===== config.mk =====
export PLATFORM = sky130hd
export DESIGN_NAME = acc_interconnect
export DESIGN_NICKNAME = d
export VERILOG_FILES = /design/src/rtl/acc_interconnect.sv
export SDC_FILE = /design/constraint.sdc
export NUM_CORES = 1
export LEC_CHECK = 0
export CORE_AREA = 2 2 285 287
export CTS_BUF_LIST = sky130_fd_sc_hd__clkbuf_4 sky130_fd_sc_hd__clkbuf_8
export DETAILED_ROUTE_END_ITERATION = 8
export DIE_AREA = 0 0 287 289
export GPL_TIMING_DRIVEN = 0
export PLACE_DENSITY = 0.36
export SLEW_MARGIN = 20
export SYNTH_ARGS = -nofsm -noshare
export SYNTH_HDL_FRONTEND = slang
export SYNTH_SLANG_ARGS = --single-unit

===== constraint.sdc =====
create_clock -name clk_i -period 6.8 [get_ports clk_i]
set_input_delay 1.36 -clock clk_i [delete_from_list [all_inputs] [get_ports clk_i]]
set_output_delay 1.36 -clock clk_i [all_outputs]
set_load 0.02 [all_outputs]

===== src/rtl/acc_interconnect.sv =====
// Q/P accelerator interconnect: address-routed requests with per-responder round-robin,
// ID-extended responses routed back per requester. Define ACC_INTERCONNECT_CUT_EN to add spill cuts.
module acc_rr_arb #(
  parameter int N  = 2,
  parameter int IW = (N > 1) ? $clog2(N) : 1
) (
  input  logic          clk_i,
  input  logic          rst_ni,
  input  logic [N-1:0]  req_i,
  input  logic          ready_i,
  output logic [IW-1:0] gnt_idx_o,
  output logic          gnt_vld_o
);
  logic [IW-1:0] ptr_q, ptr_d;
  logic [IW:0]   j;

  // Scan downwards so the slot at ptr_q (highest priority) is written last.
  always_comb begin
    gnt_vld_o = 1'b0;
    gnt_idx_o = '0;
    j         = '0;
    for (int k = N - 1; k >= 0; k--) begin
      j = {1'b0, ptr_q} + (IW+1)'(k);
      if (j >= (IW+1)'(N)) j = j - (IW+1)'(N);
      if (req_i[j[IW-1:0]]) begin
        gnt_vld_o = 1'b1;
        gnt_idx_o = j[IW-1:0];
      end
    end
  end

  // A stall parks the pointer on the grantee, which holds the grant until the handshake.
  always_comb begin
    ptr_d = ptr_q;
    if (gnt_vld_o) begin
      if (!ready_i)                       ptr_d = gnt_idx_o;
      else if (gnt_idx_o == IW'(N - 1))   ptr_d = '0;
      else                                ptr_d = gnt_idx_o + IW'(1);
    end
  end

  always_ff @(posedge clk_i or negedge rst_ni) begin
    if (!rst_ni) ptr_q <= '0;
    else         ptr_q <= ptr_d;
  end
endmodule

`ifdef ACC_INTERCONNECT_CUT_EN
module acc_spill #(
  parameter int W = 8
) (
  input  logic         clk_i,
  input  logic         rst_ni,
  input  logic         in_valid_i,
  output logic         in_ready_o,
  input  logic [W-1:0] in_data_i,
  output logic         out_valid_o,
  input  logic         out_ready_i,
  output logic [W-1:0] out_data_o
);
  logic [1:0][W-1:0] mem_q, mem_d;
  logic              wp_q, wp_d, rp_q, rp_d, rdy_q, rdy_d, push, pop;
  logic [1:0]        cnt_q, cnt_d;

  assign push        = in_valid_i && rdy_q;
  assign pop         = (cnt_q != 2'd0) && out_ready_i;
  assign in_ready_o  = rdy_q;
  assign out_valid_o = (cnt_q != 2'd0);
  assign out_data_o  = mem_q[rp_q];

  always_comb begin
    mem_d = mem_q;
    if (push) mem_d[wp_q] = in_data_i;
    wp_d  = wp_q ^ push;
    rp_d  = rp_q ^ pop;
    cnt_d = cnt_q + 2'(push) - 2'(pop);
    rdy_d = (cnt_d != 2'd2);
  end

  always_ff @(posedge clk_i or negedge rst_ni) begin
    if (!rst_ni) begin
      mem_q <= '0; wp_q <= 1'b0; rp_q <= 1'b0; cnt_q <= '0; rdy_q <= 1'b0;
    end else begin
      mem_q <= mem_d; wp_q <= wp_d; rp_q <= rp_d; cnt_q <= cnt_d; rdy_q <= rdy_d;
    end
  end
endmodule
`endif

module acc_interconnect #(
  parameter int NumReq    = 2,
  parameter int NumRsp    = 2,
  parameter int DataWidth = 32,
  parameter int AddrWidth = 5,
  parameter int IdWidth   = 5,
  parameter int IdxWidth  = (NumReq > 1) ? $clog2(NumReq) : 1
) (
  input  logic                                      clk_i,
  input  logic                                      rst_ni,
  input  logic [NumReq-1:0][AddrWidth-1:0]          req_q_addr_i,
  input  logic [NumReq-1:0][31:0]                   req_q_data_op_i,
  input  logic [NumReq-1:0][DataWidth-1:0]          req_q_data_arga_i,
  input  logic [NumReq-1:0][DataWidth-1:0]          req_q_data_argb_i,
  input  logic [NumReq-1:0][DataWidth-1:0]          req_q_data_argc_i,
  input  logic [NumReq-1:0][IdWidth-1:0]            req_q_id_i,
  input  logic [NumReq-1:0]                         req_q_valid_i,
  output logic [NumReq-1:0]                         req_q_ready_o,
  output logic [NumReq-1:0][DataWidth-1:0]          req_p_data_o,
  output logic [NumReq-1:0][IdWidth-1:0]            req_p_id_o,
  output logic [NumReq-1:0]                         req_p_error_o,
  output logic [NumReq-1:0]                         req_p_valid_o,
  input  logic [NumReq-1:0]                         req_p_ready_i,
  output logic [NumRsp-1:0][AddrWidth-1:0]          rsp_q_addr_o,
  output logic [NumRsp-1:0][31:0]                   rsp_q_data_op_o,
  output logic [NumRsp-1:0][DataWidth-1:0]          rsp_q_data_arga_o,
  output logic [NumRsp-1:0][DataWidth-1:0]          rsp_q_data_argb_o,
  output logic [NumRsp-1:0][DataWidth-1:0]          rsp_q_data_argc_o,
  output logic [NumRsp-1:0][IdWidth+IdxWidth-1:0]   rsp_q_id_o,
  output logic [NumRsp-1:0]                         rsp_q_valid_o,
  input  logic [NumRsp-1:0]                         rsp_q_ready_i,
  input  logic [NumRsp-1:0][DataWidth-1:0]          rsp_p_data_i,
  input  logic [NumRsp-1:0][IdWidth+IdxWidth-1:0]   rsp_p_id_i,
  input  logic [NumRsp-1:0]                         rsp_p_error_i,
  input  logic [NumRsp-1:0]                         rsp_p_valid_i,
  output logic [NumRsp-1:0]                         rsp_p_ready_o
);
  localparam int RIdW = IdWidth + IdxWidth;
  localparam int SrcW = $clog2(NumRsp + 1);
  localparam int QW   = AddrWidth + 32 + 3 * DataWidth + RIdW;
  localparam int PW   = DataWidth + IdWidth + 1;

  // Q side: destination NumRsp is the local error slot.
  logic [NumRsp:0][NumReq-1:0]   q_sel;
  logic [NumRsp:0][IdxWidth-1:0] q_gnt;
  logic [NumRsp:0]               q_gv, q_rdy;

  always_comb begin
    q_sel = '0;
    for (int i = 0; i < NumReq; i++)
      for (int d = 0; d <= NumRsp; d++)
        if (req_q_valid_i[i]) begin
          if (int'(req_q_addr_i[i]) < NumRsp) q_sel[d][i] = (int'(req_q_addr_i[i]) == d);
          else                                q_sel[d][i] = (d == NumRsp);
        end
  end

  for (genvar d = 0; d <= NumRsp; d++) begin : g_qarb
    acc_rr_arb #(.N(NumReq), .IW(IdxWidth)) u_arb (
      .clk_i, .rst_ni, .req_i(q_sel[d]), .ready_i(q_rdy[d]),
      .gnt_idx_o(q_gnt[d]), .gnt_vld_o(q_gv[d]));
  end

  always_comb begin
    req_q_ready_o = '0;
    for (int d = 0; d <= NumRsp; d++)
      if (q_gv[d] && q_rdy[d]) req_q_ready_o[q_gnt[d]] = 1'b1;
  end

  for (genvar r = 0; r < NumRsp; r++) begin : g_qout
    logic [QW-1:0] q_pay, q_out;
    assign q_pay = {req_q_addr_i[q_gnt[r]], req_q_data_op_i[q_gnt[r]], req_q_data_arga_i[q_gnt[r]],
                    req_q_data_argb_i[q_gnt[r]], req_q_data_argc_i[q_gnt[r]], q_gnt[r],
                    req_q_id_i[q_gnt[r]]};
`ifdef ACC_INTERCONNECT_CUT_EN
    acc_spill #(.W(QW)) u_spill (
      .clk_i, .rst_ni, .in_valid_i(q_gv[r]), .in_ready_o(q_rdy[r]), .in_data_i(q_pay),
      .out_valid_o(rsp_q_valid_o[r]), .out_ready_i(rsp_q_ready_i[r]), .out_data_o(q_out));
`else
    assign q_out            = q_pay;
    assign rsp_q_valid_o[r] = q_gv[r];
    assign q_rdy[r]         = rsp_q_ready_i[r];
`endif
    assign {rsp_q_addr_o[r], rsp_q_data_op_o[r], rsp_q_data_arga_o[r], rsp_q_data_argb_o[r],
            rsp_q_data_argc_o[r], rsp_q_id_o[r]} = q_out;
  end

  // One-entry error slot, always registered.
  typedef enum logic {ERR_IDLE, ERR_BUSY} err_state_e;
  err_state_e          err_q, err_d;
  logic [IdxWidth-1:0] err_idx_q, err_idx_d;
  logic [IdWidth-1:0]  err_id_q, err_id_d;
  logic                err_p_rdy;

  assign q_rdy[NumRsp] = (err_q == ERR_IDLE);

  always_comb begin
    err_d     = err_q;
    err_idx_d = err_idx_q;
    err_id_d  = err_id_q;
    case (err_q)
      ERR_IDLE: if (q_gv[NumRsp]) begin
        err_d     = ERR_BUSY;
        err_idx_d = q_gnt[NumRsp];
        err_id_d  = req_q_id_i[q_gnt[NumRsp]];
      end
      ERR_BUSY: if (err_p_rdy) err_d = ERR_IDLE;
      default:  err_d = ERR_IDLE;
    endcase
  end

  always_ff @(posedge clk_i or negedge rst_ni) begin
    if (!rst_ni) begin
      err_q <= ERR_IDLE; err_idx_q <= '0; err_id_q <= '0;
    end else begin
      err_q <= err_d; err_idx_q <= err_idx_d; err_id_q <= err_id_d;
    end
  end

  // P side: source NumRsp is the error slot.
  logic [NumRsp:0]                 p_src_vld, p_src_rdy;
  logic [NumRsp:0][IdxWidth-1:0]   p_src_dst;
  logic [NumRsp:0][PW-1:0]         p_src_pay;
  logic [NumReq-1:0][NumRsp:0]     p_sel;
  logic [NumReq-1:0][SrcW-1:0]     p_gnt;
  logic [NumReq-1:0]               p_gv, p_rdy;

  always_comb begin
    p_src_vld = '0;
    p_src_dst = '0;
    p_src_pay = '0;
    for (int r = 0; r < NumRsp; r++) begin
      p_src_vld[r] = rsp_p_valid_i[r];
      p_src_dst[r] = rsp_p_id_i[r][IdWidth +: IdxWidth];
      p_src_pay[r] = {rsp_p_data_i[r], rsp_p_id_i[r][IdWidth-1:0], rsp_p_error_i[r]};
    end
    p_src_vld[NumRsp] = (err_q == ERR_BUSY);
    p_src_dst[NumRsp] = err_idx_q;
    p_src_pay[NumRsp] = {{DataWidth{1'b0}}, err_id_q, 1'b1};
  end

  always_comb begin
    p_sel     = '0;
    p_src_rdy = '0;
    for (int j = 0; j < NumReq; j++) begin
      for (int s = 0; s <= NumRsp; s++)
        p_sel[j][s] = p_src_vld[s] && (int'(p_src_dst[s]) == j);
      if (p_gv[j] && p_rdy[j]) p_src_rdy[p_gnt[j]] = 1'b1;
    end
  end

  assign rsp_p_ready_o = p_src_rdy[NumRsp-1:0];
  assign err_p_rdy     = p_src_rdy[NumRsp];

  for (genvar j = 0; j < NumReq; j++) begin : g_pout
    logic [PW-1:0] p_out;
    acc_rr_arb #(.N(NumRsp + 1), .IW(SrcW)) u_arb (
      .clk_i, .rst_ni, .req_i(p_sel[j]), .ready_i(p_rdy[j]),
      .gnt_idx_o(p_gnt[j]), .gnt_vld_o(p_gv[j]));
`ifdef ACC_INTERCONNECT_CUT_EN
    acc_spill #(.W(PW)) u_spill (
      .clk_i, .rst_ni, .in_valid_i(p_gv[j]), .in_ready_o(p_rdy[j]), .in_data_i(p_src_pay[p_gnt[j]]),
      .out_valid_o(req_p_valid_o[j]), .out_ready_i(req_p_ready_i[j]), .out_data_o(p_out));
`else
    assign p_out            = p_src_pay[p_gnt[j]];
    assign req_p_valid_o[j] = p_gv[j];
    assign p_rdy[j]         = req_p_ready_i[j];
`endif
    assign {req_p_data_o[j], req_p_id_o[j], req_p_error_o[j]} = p_out;
  end
endmodule


* Yosys cells after proc, flatten, opt, wreduce, memory -nomap -nowiden
Index checks and enable logic that the tools add are counted.
** Word-level totals
- Register bits :: 14
- Logic and storage cells :: 230
** Operators by class
- Add/subtract/negate cells :: 24
- Magnitude comparators :: 36
- Equality and inequality tests :: 6
- Muxes and demuxes :: 130
- Bitwise gates (word level) :: 7
- Reduce and logical (&&, ||, !) cells :: 19
** Operators with widths (count)
- $mux W32 :: 16
- $bmux W38 S2 :: 2
- $mux W38 :: 2
- $mux W1 :: 67
- $mux W5 :: 10
- $mux W2 :: 19
- $lt A2 B3 Y1 const B :: 8
- $lt A1 B2 Y1 const B :: 9
- $logic_and A1 B1 Y1 :: 16
- $bmux W1 S2 :: 6
- $ge A3 B2 Y1 const B :: 4
- $sub A2 B2 Y2 const B :: 6
- $eq A5 B2 Y1 const B :: 2
- $eq A5 B3 Y1 const B :: 2
- $ge A2 B2 Y1 const B :: 5
- $logic_not A5 Y1 :: 2
- $lt A5 B2 Y1 const B :: 2
- $add A1 B1 Y2 const B :: 3
- $add A2 B1 Y3 const B :: 2
- $add A2 B2 Y3 const B :: 2
- $ge A1 B2 Y1 const B :: 3
- $mux W3 :: 2
- $sub A1 B1 Y1 const B :: 6
- $add A2 B1 Y2 const B :: 2
- 11 further kinds :: 24

* Depth between registers and ports, before layout
- Depth in word-level cells :: 17
- Gate-level depth with buffers :: 9
- Mapped depth without buffers :: 7

* Cells and area by module
Synthesis repeated with hierarchy kept, for this count alone.
** Unflattened totals
- Cells, all modules :: 649
- Area, all modules :: 6845.3 um^2
** Modules (own cells, without submodules)
- acc_interconnect :: times used 1, cells each 540, area each 5941.9 um^2
- acc_rr_arb at g_pout[0].u_arb ... :: times used 2, cells each 44, area each 331.6 um^2
- acc_rr_arb at g_qarb[0].u_arb ... :: times used 3, cells each 7, area each 80.1 um^2

* Worst setup path before layout
No wires, ideal clock.
- Path type :: input to output
- Start :: in req_q_addr_i[1] (netlist bit)
- End :: out req_q_ready_o[0]
- Arrival :: 2.786 ns
- Data required time :: 5.440 ns
- Slack :: 2.654 ns
- Stages on the path :: 7
- Buffers on the path :: 2
- Path through :: nor4_4 nand3b_1 nor2_2 nor2_2 buf_6 buf_6 o21ai_0
** On the way
- Longest elaborated chain between the ends :: 16
- Elaborated cells on any way between the ends :: 57
- Those cells by class :: order compare (7); eq/ne (2); mux (39); bitwise (2); reduce/logical (7)
** Ends and longest elaborated chain
- start, declared :: line 100 : input logic [NumReq-1:0][AddrWidth-1:0] req_q_addr_i,
- $lt A5 B2 Y1 or $logic_not A5 Y1 (tied branches) :: line 142 : if (int'(req_q_addr_i[i]) < NumRsp) q_sel[d][i] = (int'(req_q_addr_i[i]) == d);
- $mux W1 (*) :: line 142
- $mux W1 (*) :: line 141 : if (req_q_valid_i[i]) begin
- $mux W1 (implied by the code) (2 in a row) :: line 25 : if (req_i[j[IW-1:0]]) begin
- $mux W1 :: line 25
- $mux W1 (*) :: line 25
- net g_qarb[0].u_arb.gnt_idx_o :: line 11 : output logic [IW-1:0] gnt_idx_o,
- $lt A1 B2 Y1 (implied by the code) or $ge A1 B1 Y1 (tied branches) :: line 156 : if (q_gv[d] && q_rdy[d]) req_q_ready_o[q_gnt[d]] = 1'b1;
- $logic_and A1 B1 Y1 (implied by the code) :: line 156
- $mux W1 (implied by the code) :: line 156
- $demux W1 S1 (*) :: line 156
- $mux W2 (*) :: line 156
- $or A2 B2 Y2 (no source line)
- $mux W2 (*) :: line 156
- $or A2 B2 Y2 (no source line)
- $mux W2 (*) :: line 156
- end, declared :: line 107 : output logic [NumReq-1:0] req_q_ready_o,
The timed path passes the listed nets; every way through them passes the cells marked *. The select of a mux whose other input is x is not followed.

==> run_results.csv <==
group,metric,value,unit
outcome,status,"finished, final reports clean",
cts,cts_tree,"yes",
routing,drc,0,
synth,synth_edf_count,0,
place,hpwlAfterDp,53400,µm
worst_setup_path,crit_required,5440,ps
cts,clockBufferDepth,2,
place,finalWeightedCongestion,0.882,
worst_setup_path,path_max_fanout,10,
cts,clk_pin_slew,60,ps
timing,hold_ws,557,ps
global_routing,grt_max_degree,15,
cts,cts_max_level,1,
synth,yosysSeqAreaShare,6.55,%
job,cap_violations,0,
routing,wl,59100,µm
synth,yosys.area.top_type,"nand2_1",
global_routing,grt_pass1_vias,9364,
power_and_ir_drop,p_per_area,188,nW/µm²
timing,maxSlewViolCount,0,
worst_setup_path,worst_setup_path_start_kind,"primary input",
timing,rsz0062_at_grt,"false",
floorplanning,coreArea,79900,µm²
finish,syn_to_final_growth,162,%
synth,yosys_register_bits,14,
routing,firstDrtPassIters,6,
timing,fin_crit,6170,ps
synth,synth.top_cell.area_share,28.8,%
worst_setup_path,path_class,"in2out",
finish,drive_gt1_share,11.9,%
worst_setup_path,cp-end-kind,"primary output",
floorplanning,dieArea,82900,µm²
cts,cts_buffers,3,
power_and_ir_drop,ir_drop,0.110,mV
global_routing,gr-usage-all-layers,13.4,%
min_path,hold_path.class,"reg2reg",
floorplanning,fp.dieW,287,µm
finish,fin_nets,1928,
min_path,worstHoldPathCells,1,
timing,fin_crit_sh,90.8,%
finish,final_common_cell,"clkdlybuf4s50_1",
routing,postRouteAntennaNets,0,
worst_setup_path,cp.arrival,4810,ps
routing,vias_per_cell,3.47,
power_and_ir_drop,p_leak,0.00563,µW
timing,tightest_slew,885,ps
synth,syn-num-nets,1198,
synth,ys_top_cells_by_area,"nand2_1 (29%), mux2_2 (26%), a22o_1 (10%), dfrtp_1 (6.5%), buf_2 (2.9%)",
floorplanning,start_util,6.70,%
synth,ys.warnings.count,0,
synth,synth_cell_type_count,47,
synth,async_reset_ff_share,100,%
finish,mostFrequentLayoutCells,"clkdlybuf4s50_1 (725), nand2_1 (411), mux2_2 (122)",
routing,wl_per_cell,22.5,µm
floorplanning,die_y,289,µm
cts,cts_root_buf,"clkbuf_8",
floorplanning,rows,104,
cts,ctsHoldBuffers,0,
timing,finalClockSkew,0.339,ps
synth,synth_area_per_cell,6.45,µm²
worst_setup_path,reg2reg_depth,7,
cts,clkSinkCount,14,
synth,postSynthCellCount,830,
finish,fillers,9035,
global_routing,antenna_found_initial,12,
timing,fmax,162,MHz
cts,ctsResizeCount,0,
cts,cts_setup_buffers,0,
timing,finalHoldViolations,0,
global_routing,grt_pass1_wl,77700,µm
floorplanning,ios,726,
timing,slew_headroom,40.6,%
routing,route.vias.total,9093,
synth,synth_area,5350,µm²
routing,drt_iter0_markers,284,
timing,setup_viol,0,
place,port_buffers,725,
global_routing,grt_overflow,0,
timing,setup_tns,0,ps
synth,synth_top_flop_cell,"dfrtp_1",
cts,clk_latency,260,ps
worst max-delay path, stage by stage:
cell	delay [ps]
clkdlybuf4s50_1	440
nor4_4	440
and3_1	330
o21ai_1	200
inv_2	310
buf_4	380
buf_2	300
nand2_1	80
nand2_1	130
clkdlybuf4s50_1	810
cell usage after synthesis, types with 5 or more instances:
library cell and count:
nor2b_1 8, nand2_1 411, buf_4 7, a22o_1 64, dfrtp_1 14, buf_6 11
clkbuf_1 20, buf_2 31, and2_1 11, a222oi_1 10, o21ai_0 7, nand2b_1 6
mux2_2 122, inv_1 19, a221o_1 6, mux2_1 13, nor2_1 5, nand3_1 6
sequential cells by signal, summed over array words and instances, names as in the netlist:
signal / flops
err_q: 1
g_qarb.u_arb.ptr_q: 3
err_id_q: 5
g_pout.u_arb.ptr_q: 4
err_idx_q: 1
per-layer routing:
layer	share of wire, %	track usage [%]	vias to the layer above
li1	-	-	4316
met1	38	14.8	4229
met2	51	25.0	477
met3	8.6	3.93	53
met4	2.0	2.83	18
met5	0.18	0	-
cell families (layout without fill, tap and decap cells):
logic type	Yosys count	after routing	synth area share, %
adder cells (fa/ha/maj)	6	6	1.31
AND/OR/NAND/NOR	464	464	35.3
flip-flops	14	14	6.55
buffers and inverters	89	818	9.00
multiplexers	139	139	29.2
other	0	3	0
AO/OA/AOI/OAI	118	118	18.7
metrics by stage:
stage	total power [µW]	worst slack (ps)	util, %	area, µm²	std cells
after CTS	2680	317	17.5	14000	2619
after floorplan	1290	2650	-	5350	830
after detailed placement	2580	322	17.4	13900	2615
after global routing	2800	174	17.5	14000	2620
final	2640	627	17.5	14000	2622
after global placement	2570	335	17.4	13900	2615
final timing paths:
| check | startpoint | to | slack (ps) |
|---|---|---|---|
| setup / recovery | req_q_addr_i[6] | rsp_q_data_argb_o[43] | 630 |
| hold / removal | err_id_q[3]$_DFFE_PN0P_ | err_id_q[3]$_DFFE_PN0P_ | 560 |
| setup reg to reg | g_pout[1].u_arb.ptr_q[0]$_DFFE_PN0N_ | g_pout[1].u_arb.ptr_q[0]$_DFFE_PN0N_ | 4340 |
| hold reg to reg | err_id_q[3]$_DFFE_PN0P_ | err_id_q[3]$_DFFE_PN0P_ | 560 |
| max in group asynchronous | rst_ni | g_qarb[0].u_arb.ptr_q$_DFFE_PN0N_ | 4780 |
| min in group asynchronous | rst_ni | err_id_q[2]$_DFFE_PN0P_ | 1550 |
layout make-up:
class                      instances  area, µm²  area share, %
clock buffer                       4       55.1          0.393
tap                             1060       1330           9.47
multi-input combinational        727       4520           32.3
sequential                        14        350           2.50
buffer                            69        407           2.90
inverter                          20       75.1          0.536
antenna                            3       7.51         0.0536
timing repair buffer             725       7260           51.8
power by group:
group | total [µW] | switching, µW | internal (µW)
Sequential | 156 | 33.3 | 123
Combinational | 2400 | 1280 | 1120
Clock | 86.9 | 35.4 | 51.6
Power figures use the tool's default switching activity.
